--- config.mk ---
export PLATFORM = sky130hd
export DESIGN_NAME = spi_frame_scheduler
export DESIGN_NICKNAME = d
export VERILOG_FILES = /design/src/rtl/spi_frame_scheduler.sv
export SDC_FILE = /design/constraint.sdc
export NUM_CORES = 1
export LEC_CHECK = 0
export ABC_AREA = 1
export BUFFER_PORTS_ARGS = -buffer_cell sky130_fd_sc_hd__buf_2
export CAP_MARGIN = 20
export CORE_MARGIN = 2
export CORE_UTILIZATION = 50
export DETAILED_ROUTE_END_ITERATION = 12
export PLACE_DENSITY = 0.75
export SYNTH_ARGS = -nofsm -noshare
export SYNTH_HDL_FRONTEND = slang
export SYNTH_SLANG_ARGS = --single-unit
--- constraint.sdc ---
create_clock -name clk -period 2.09 [get_ports clk]
set_input_delay 0.1045 -clock clk [delete_from_list [all_inputs] [get_ports clk]]
set_output_delay 0.1045 -clock clk [all_outputs]
set_load 0.03 [all_outputs]
--- src/rtl/spi_frame_scheduler.sv ---
// SPI frame scheduler: buffers counter and command requests, arbitrates between them and
// sequences slave select, setup, two byte transfers and the inter-frame gap for the shifter.
module spi_frame_scheduler #(
  parameter int SETUP_CYCLES   = 4,
  parameter int GAP_CYCLES     = 8,
  parameter int TIMEOUT_CYCLES = 4096
) (
  input  logic        clk,
  input  logic        reset,
  input  logic        i_cnt_valid,
  input  logic [13:0] i_cnt_data,
  input  logic        i_cmd_valid,
  input  logic [7:0]  i_cmd_data,
  output logic        o_cmd_ready,
  output logic        o_tx_start,
  output logic [7:0]  o_tx_data,
  input  logic        i_tx_done,
  output logic        o_ss,
  output logic        o_busy,
  output logic        o_frame_done,
  output logic        o_timeout,
  output logic [7:0]  o_drop_cnt
);

  typedef enum logic [2:0] {
    IDLE, SETUP, B0_START, B0_WAIT, B1_START, B1_WAIT, GAP
  } state_t;

  typedef enum logic {SRC_CNT, SRC_CMD} src_t;

  localparam int MAX_SG    = (SETUP_CYCLES > GAP_CYCLES) ? SETUP_CYCLES : GAP_CYCLES;
  localparam int MAX_COUNT = (TIMEOUT_CYCLES > MAX_SG) ? TIMEOUT_CYCLES : MAX_SG;
  localparam int CW        = $clog2(MAX_COUNT + 1);

  localparam logic [CW-1:0] SETUP_LAST   = CW'(SETUP_CYCLES - 1);
  localparam logic [CW-1:0] GAP_LAST     = CW'(GAP_CYCLES - 1);
  localparam logic [CW-1:0] TIMEOUT_LAST = CW'(TIMEOUT_CYCLES - 1);

  state_t        state;
  src_t          last_grant;
  logic [CW-1:0] timer;
  logic          cnt_pending, cmd_pending;
  logic [13:0]   cnt_buf;
  logic [7:0]    cmd_buf;
  logic [7:0]    frame_b0, frame_b1;
  logic          grant_cnt, grant_cmd;
  logic          cmd_accept;

  assign o_cmd_ready = ~cmd_pending;
  assign cmd_accept  = i_cmd_valid & ~cmd_pending;

  // NOTE: every path assigns a default first so no latch is inferred.
  always_comb begin
    grant_cnt = 1'b0;
    grant_cmd = 1'b0;
    if (state == IDLE) begin
      if (cnt_pending && cmd_pending) begin
        grant_cnt = (last_grant == SRC_CMD);
        grant_cmd = (last_grant == SRC_CNT);
      end else begin
        grant_cnt = cnt_pending;
        grant_cmd = cmd_pending;
      end
    end
  end

  // Pending flags and drop counter; last_grant only moves when both requesters competed.
  // NOTE: sequential state uses non-blocking assignments so all registers update together.
  always_ff @(posedge clk) begin
    if (reset) begin
      cnt_pending <= 1'b0;
      cmd_pending <= 1'b0;
      o_drop_cnt  <= 8'd0;
      last_grant  <= SRC_CMD;
    end else begin
      if (i_cnt_valid) begin
        cnt_pending <= 1'b1;
        if (cnt_pending && !grant_cnt && o_drop_cnt != 8'hFF)
          o_drop_cnt <= o_drop_cnt + 8'd1;
      end else if (grant_cnt) begin
        cnt_pending <= 1'b0;
      end
      if (cmd_accept)
        cmd_pending <= 1'b1;
      else if (grant_cmd)
        cmd_pending <= 1'b0;
      if (cnt_pending && cmd_pending && state == IDLE)
        last_grant <= grant_cnt ? SRC_CNT : SRC_CMD;
    end
  end

  // NOTE: pure data registers carry no reset; their pending/state qualifiers do.
  always_ff @(posedge clk) begin
    if (i_cnt_valid) cnt_buf <= i_cnt_data;
    if (cmd_accept)  cmd_buf <= i_cmd_data;
    if (grant_cnt) begin
      frame_b0 <= {2'b10, cnt_buf[13:8]};
      frame_b1 <= cnt_buf[7:0];
    end else if (grant_cmd) begin
      frame_b0 <= 8'h40;
      frame_b1 <= cmd_buf;
    end
  end

  always_ff @(posedge clk) begin
    if (reset) begin
      state        <= IDLE;
      timer        <= '0;
      o_ss         <= 1'b1;
      o_tx_start   <= 1'b0;
      o_tx_data    <= 8'd0;
      o_busy       <= 1'b0;
      o_frame_done <= 1'b0;
      o_timeout    <= 1'b0;
    end else begin
      o_tx_start   <= 1'b0;
      o_frame_done <= 1'b0;
      o_timeout    <= 1'b0;
      case (state)
        IDLE: if (grant_cnt || grant_cmd) begin
          state  <= SETUP;
          timer  <= '0;
          o_ss   <= 1'b0;
          o_busy <= 1'b1;
        end
        SETUP: if (timer == SETUP_LAST) begin
          state      <= B0_START;
          o_tx_start <= 1'b1;
          o_tx_data  <= frame_b0;
        end else begin
          timer <= timer + CW'(1);
        end
        B0_START: begin
          state <= B0_WAIT;
          timer <= CW'(1);
        end
        B0_WAIT: if (i_tx_done) begin
          state      <= B1_START;
          o_tx_start <= 1'b1;
          o_tx_data  <= frame_b1;
        end else if (timer == TIMEOUT_LAST) begin
          state     <= GAP;
          timer     <= '0;
          o_ss      <= 1'b1;
          o_timeout <= 1'b1;
        end else begin
          timer <= timer + CW'(1);
        end
        B1_START: begin
          state <= B1_WAIT;
          timer <= CW'(1);
        end
        B1_WAIT: if (i_tx_done) begin
          state        <= GAP;
          timer        <= '0;
          o_ss         <= 1'b1;
          o_frame_done <= 1'b1;
        end else if (timer == TIMEOUT_LAST) begin
          state     <= GAP;
          timer     <= '0;
          o_ss      <= 1'b1;
          o_timeout <= 1'b1;
        end else begin
          timer <= timer + CW'(1);
        end
        GAP: if (timer == GAP_LAST) begin
          state  <= IDLE;
          o_busy <= 1'b0;
        end else begin
          timer <= timer + CW'(1);
        end
        default: begin
          state  <= IDLE;
          o_ss   <= 1'b1;
          o_busy <= 1'b0;
        end
      endcase
    end
  end

endmodule
==> metrics.txt <==
# TYPE chip_impl_metric gauge
chip_impl_info{name="status",value="complete, no violations"} 1
chip_impl_metric{name="synth_seq_cells",unit=""} 78
chip_impl_metric{name="h-tree-depth",unit=""} 3
chip_impl_metric{name="via_count",unit=""} 3106
chip_impl_info{name="min_path_type",value="input pin to register"} 1
chip_impl_metric{name="synth_edf_count",unit=""} 36
chip_impl_info{name="ys_top_cells_by_count",value="sky130_fd_sc_hd__nand2_1 (116), sky130_fd_sc_hd__nor2_1 (45), sky130_fd_sc_hd__dfxtp_1 (42), sky130_fd_sc_hd__inv_1 (41), sky130_fd_sc_hd__edfxtp_1 (36)"} 1
chip_impl_metric{name="antenna_violations_before_repair",unit=""} 0
chip_impl_metric{name="avgSynthCellArea",unit="sq um"} 8.37
chip_impl_metric{name="layout-area-overhead-vs-synth",unit="%"} 21.2
chip_impl_metric{name="antenna-diode-count",unit=""} 0
chip_impl_metric{name="worst_ep_arrival_time",unit="ps"} 1880
chip_impl_metric{name="worst-endpoint-required",unit="ps"} 2170
chip_impl_metric{name="area_of_the_multi_input_gates",unit="sq um"} 1490
chip_impl_metric{name="met1_resource_use_gr",unit="%"} 26.4
chip_impl_metric{name="fin_ws",unit="ps"} 288
chip_impl_metric{name="pin_count_of_the_biggest_net_entering_global_routing",unit=""} 22
chip_impl_info{name="grt_setup_unrepaired",value="no"} 1
chip_impl_metric{name="final_core_utilization",unit="%"} 61.6
chip_impl_info{name="reg2reg_to",value="frame_b1[1]"} 1
chip_impl_metric{name="tritoncts.num_buffers",unit=""} 9
chip_impl_metric{name="synth.distinct_cells",unit=""} 34
chip_impl_metric{name="hold_viol",unit=""} 0
chip_impl_metric{name="post-place-ws",unit="ps"} 321
chip_impl_metric{name="post_synth_inst_count",unit=""} 436
chip_impl_metric{name="route.detailed.drc",unit=""} 0
chip_impl_metric{name="grt-ovfl-total",unit=""} 0
chip_impl_metric{name="critPathMaxFanout",unit=""} 11
chip_impl_info{name="yosys.cell_count.top_type",value="sky130_fd_sc_hd__nand2_1"} 1
chip_impl_metric{name="layout.nets",unit=""} 542
chip_impl_metric{name="synth_seq_area_share",unit="%"} 52.7
chip_impl_metric{name="gr-usage-met2",unit="%"} 38.7
chip_impl_info{name="setup.worst_path.start_class",value="register"} 1
chip_impl_metric{name="worst-r2r-setup-slack",unit="ps"} 290
chip_impl_metric{name="sequential_standard_cell_area",unit="sq um"} 1920
chip_impl_metric{name="firstDrtPassIters",unit=""} 4
chip_impl_info{name="hold_end",value="cmd_pending"} 1
chip_impl_metric{name="clock_insertion_delay_worst_skew",unit="ps"} 360
chip_impl_metric{name="timing.max_cap.violations",unit=""} 0
chip_impl_metric{name="post_cts_resize_count",unit=""} 0
chip_impl_metric{name="synth-warning-count",unit=""} 0
chip_impl_metric{name="power_density",unit="nW/um^2"} 931
chip_impl_metric{name="achievable_clock_frequency",unit="MHz"} 555
chip_impl_metric{name="period_share",unit="%"} 86.2
chip_impl_info{name="cts_tree",value="yes"} 1
chip_impl_metric{name="boundaryPins",unit=""} 49
chip_impl_metric{name="postRouteAntennaNets",unit=""} 0
chip_impl_metric{name="ys_async_sr_fraction",unit="%"} 0
chip_impl_info{name="synth_area_leader_cell",value="sky130_fd_sc_hd__edfxtp_1"} 1
chip_impl_info{name="critPathKind",value="register to register"} 1
chip_impl_metric{name="floorplan.initialDensity",unit="%"} 50.8
chip_impl_info{name="startpoint",value="state[0]"} 1
chip_impl_metric{name="drive_above_1_share",unit="%"} 22.2
chip_impl_info{name="worstSetupEndpointType",value="register"} 1
chip_impl_metric{name="floorplan.die.height",unit="um"} 89.4
chip_impl_metric{name="finalClockSkew",unit="ps"} 14.6
chip_impl_metric{name="clk_transition_reported_paths",unit="ps"} 90
chip_impl_metric{name="wirelength",unit="mm"} 8.32
chip_impl_info{name="grt.busiest_layer",value="met2"} 1
chip_impl_metric{name="groute.layer.met3.usage",unit="%"} 6.37
chip_impl_metric{name="timing.max_slew.rel_slack",unit="%"} 53.7
chip_impl_metric{name="min_delay_path_depth",unit=""} 3
chip_impl_metric{name="r2r_cells",unit=""} 8
chip_impl_metric{name="setup_viol",unit=""} 0
chip_impl_metric{name="coreArea",unit="sq um"} 7180
chip_impl_metric{name="vias_per_cell",unit=""} 5.03
chip_impl_metric{name="setup_total_negative_slack",unit="ps"} 0
chip_impl_metric{name="overall_die_area",unit="sq um"} 8000
chip_impl_metric{name="syn-num-nets",unit=""} 465
chip_impl_metric{name="first_global_vias",unit=""} 2889
chip_impl_info{name="synth_ff_type",value="sky130_fd_sc_hd__dfxtp_1"} 1
chip_impl_info{name="synth.top_cells.by_area",value="sky130_fd_sc_hd__edfxtp_1 (30%), sky130_fd_sc_hd__dfxtp_1 (23%), sky130_fd_sc_hd__nand2_1 (12%)"} 1
chip_impl_metric{name="worstMarginPinSlew",unit="ps"} 691
chip_impl_info{name="hold_path.startpoint",value="i_cmd_valid"} 1
chip_impl_metric{name="cts_buffer_depth",unit=""} 2
chip_impl_info{name="clock_root_buffer",value="sky130_fd_sc_hd__clkbuf_8"} 1
chip_impl_metric{name="numClockSinks",unit=""} 78
chip_impl_metric{name="irDropWorstVdd",unit="uV"} 675
chip_impl_metric{name="placementRows",unit=""} 31
chip_impl_metric{name="slew_viol_final",unit=""} 0
chip_impl_info{name="r2r_start",value="state[0]"} 1
chip_impl_metric{name="post_drt_wl_per_cell",unit="um"} 13.5
chip_impl_metric{name="first_pass_grt_wire_length",unit="mm"} 13.4
chip_impl_metric{name="timing.final.crit_period",unit="ps"} 1800
chip_impl_metric{name="global_route.usage.total",unit="%"} 22.4
chip_impl_metric{name="layout.filler_cells",unit=""} 596
chip_impl_metric{name="place.detailed.hpwl",unit="mm"} 5.50
chip_impl_metric{name="leakage",unit="nW"} 1.92
chip_impl_metric{name="die_x",unit="um"} 89.4
chip_impl_metric{name="drt_iter0_markers",unit=""} 118
chip_impl_metric{name="netlist_area",unit="sq um"} 3650
chip_impl_metric{name="port-buffer-count",unit=""} 48
chip_impl_metric{name="gpl.final_weighted_congestion",unit=""} 0.883
chip_impl_metric{name="synth_top_cell_area_share",unit="%"} 29.6
-- cells by family after synthesis --
| family | synth area share, % |
|---|---|
| and+or+nand+nor | 30.5 |
| DFF | 52.7 |
| buffers and inverters | 6.45 |
| AOI/OAI and AO/OA | 8.98 |
| xor gates and xnor gates | 0.720 |
| adders and majority gates | 0.686 |
-- state kept, by name, summed over array words and instances, names as in the netlist, 3 cells and up --
register and count:
cmd_buf 8, cnt_buf 14, frame_b0 8, frame_b1 8, o_drop_cnt 8, o_tx_data 8
state 3, timer 13
-- layout by cell type (no fill, tap or decap), types with 4 or more instances in the layout --
| master | Yosys | routed |
|---|---|---|
| sky130_fd_sc_hd__clkbuf_8 | 0 | 9 |
| sky130_fd_sc_hd__inv_2 | 8 | 8 |
| sky130_fd_sc_hd__inv_1 | 41 | 41 |
| sky130_fd_sc_hd__buf_2 | 2 | 48 |
| sky130_fd_sc_hd__nand3_2 | 6 | 6 |
| sky130_fd_sc_hd__nor2_4 | 4 | 4 |
| sky130_fd_sc_hd__buf_4 | 1 | 4 |
| sky130_fd_sc_hd__a31oi_1 | 8 | 8 |
| sky130_fd_sc_hd__a21oi_2 | 7 | 7 |
| sky130_fd_sc_hd__dlygate4sd3_1 | 0 | 22 |
| sky130_fd_sc_hd__dfxtp_1 | 42 | 42 |
| sky130_fd_sc_hd__nand4_1 | 9 | 9 |
| sky130_fd_sc_hd__a21oi_1 | 17 | 17 |
| sky130_fd_sc_hd__o21ai_0 | 17 | 17 |
| sky130_fd_sc_hd__nand2_2 | 11 | 11 |
| sky130_fd_sc_hd__edfxtp_1 | 36 | 36 |
| sky130_fd_sc_hd__nand3_1 | 31 | 31 |
| sky130_fd_sc_hd__nor3_1 | 4 | 4 |
| sky130_fd_sc_hd__nand2_1 | 116 | 116 |
| sky130_fd_sc_hd__nor2_2 | 5 | 5 |
| sky130_fd_sc_hd__nor2_1 | 45 | 45 |
-- critical path, stage by stage (launching register included) --
cell                      delay [ps]
sky130_fd_sc_hd__dfxtp_1         370
sky130_fd_sc_hd__inv_2           120
sky130_fd_sc_hd__nand2_2          60
sky130_fd_sc_hd__nor2_2          200
sky130_fd_sc_hd__inv_1           130
sky130_fd_sc_hd__nor2_1          200
sky130_fd_sc_hd__nor2_1          100
sky130_fd_sc_hd__inv_1           180
sky130_fd_sc_hd__buf_12          170
-- report_power, final --
part	leakage [nW]	total (mW)	internal, mW	switching [mW]
Clock	0.0903	1.09	0.458	0.630
Sequential	0.690	1.94	1.83	0.108
Combinational	1.14	1.09	0.346	0.742
-- area by class of cell --
class,instances,area share [%]
flip-flops and latches,78,43.5
clock buffers,9,2.80
repair buffers,75,11.5
inverters,50,4.24
well taps,99,2.80
clock inverters,7,1.44
multi-input cells,299,33.7
-- metal layers --
| metal | vias to the layer above | wire [um] |
|---|---|---|
| met4 | 0 | 170 |
| met5 | - | 0 |
| li1 | 1589 | - |
| met2 | 71 | 4360 |
| met3 | 12 | 346 |
| met1 | 1434 | 3440 |
-- what timing repair did --
action | CTS | global route
setup buffers | 0 | 0
hold buffers | 22 | 0
setup endpoints to repair | 0 | 0
endpoints found under the hold margin | 22 | 0
-- worst max-delay path by stage --
stage	to	slack (ps)
2_1_floorplan	o_drop_cnt[5]	430
3_5_place_dp	frame_b1[1]	320
4_1_cts	frame_b1[3]	300
3_3_place_gp	frame_b0[2]	360
5_1_grt	o_drop_cnt[5]	160
6_report	frame_b1[1]	290
-- per-stage QoR --
| step | hold WS (ps) | instances | power [mW] | area [sq um] |
|---|---|---|---|---|
| finish | 42.8 | 617 | 4.12 | 4420 |
| floorplan | 203 | 436 | 2.73 | 3650 |
| CTS | 32.9 | 617 | 4.11 | 4420 |
| global route | 31.7 | 617 | 4.37 | 4420 |
| detailed placement | 283 | 579 | 3.01 | 4020 |
| global placement | 281 | 579 | 2.99 | 4020 |
Power figures use the tool's default switching activity.
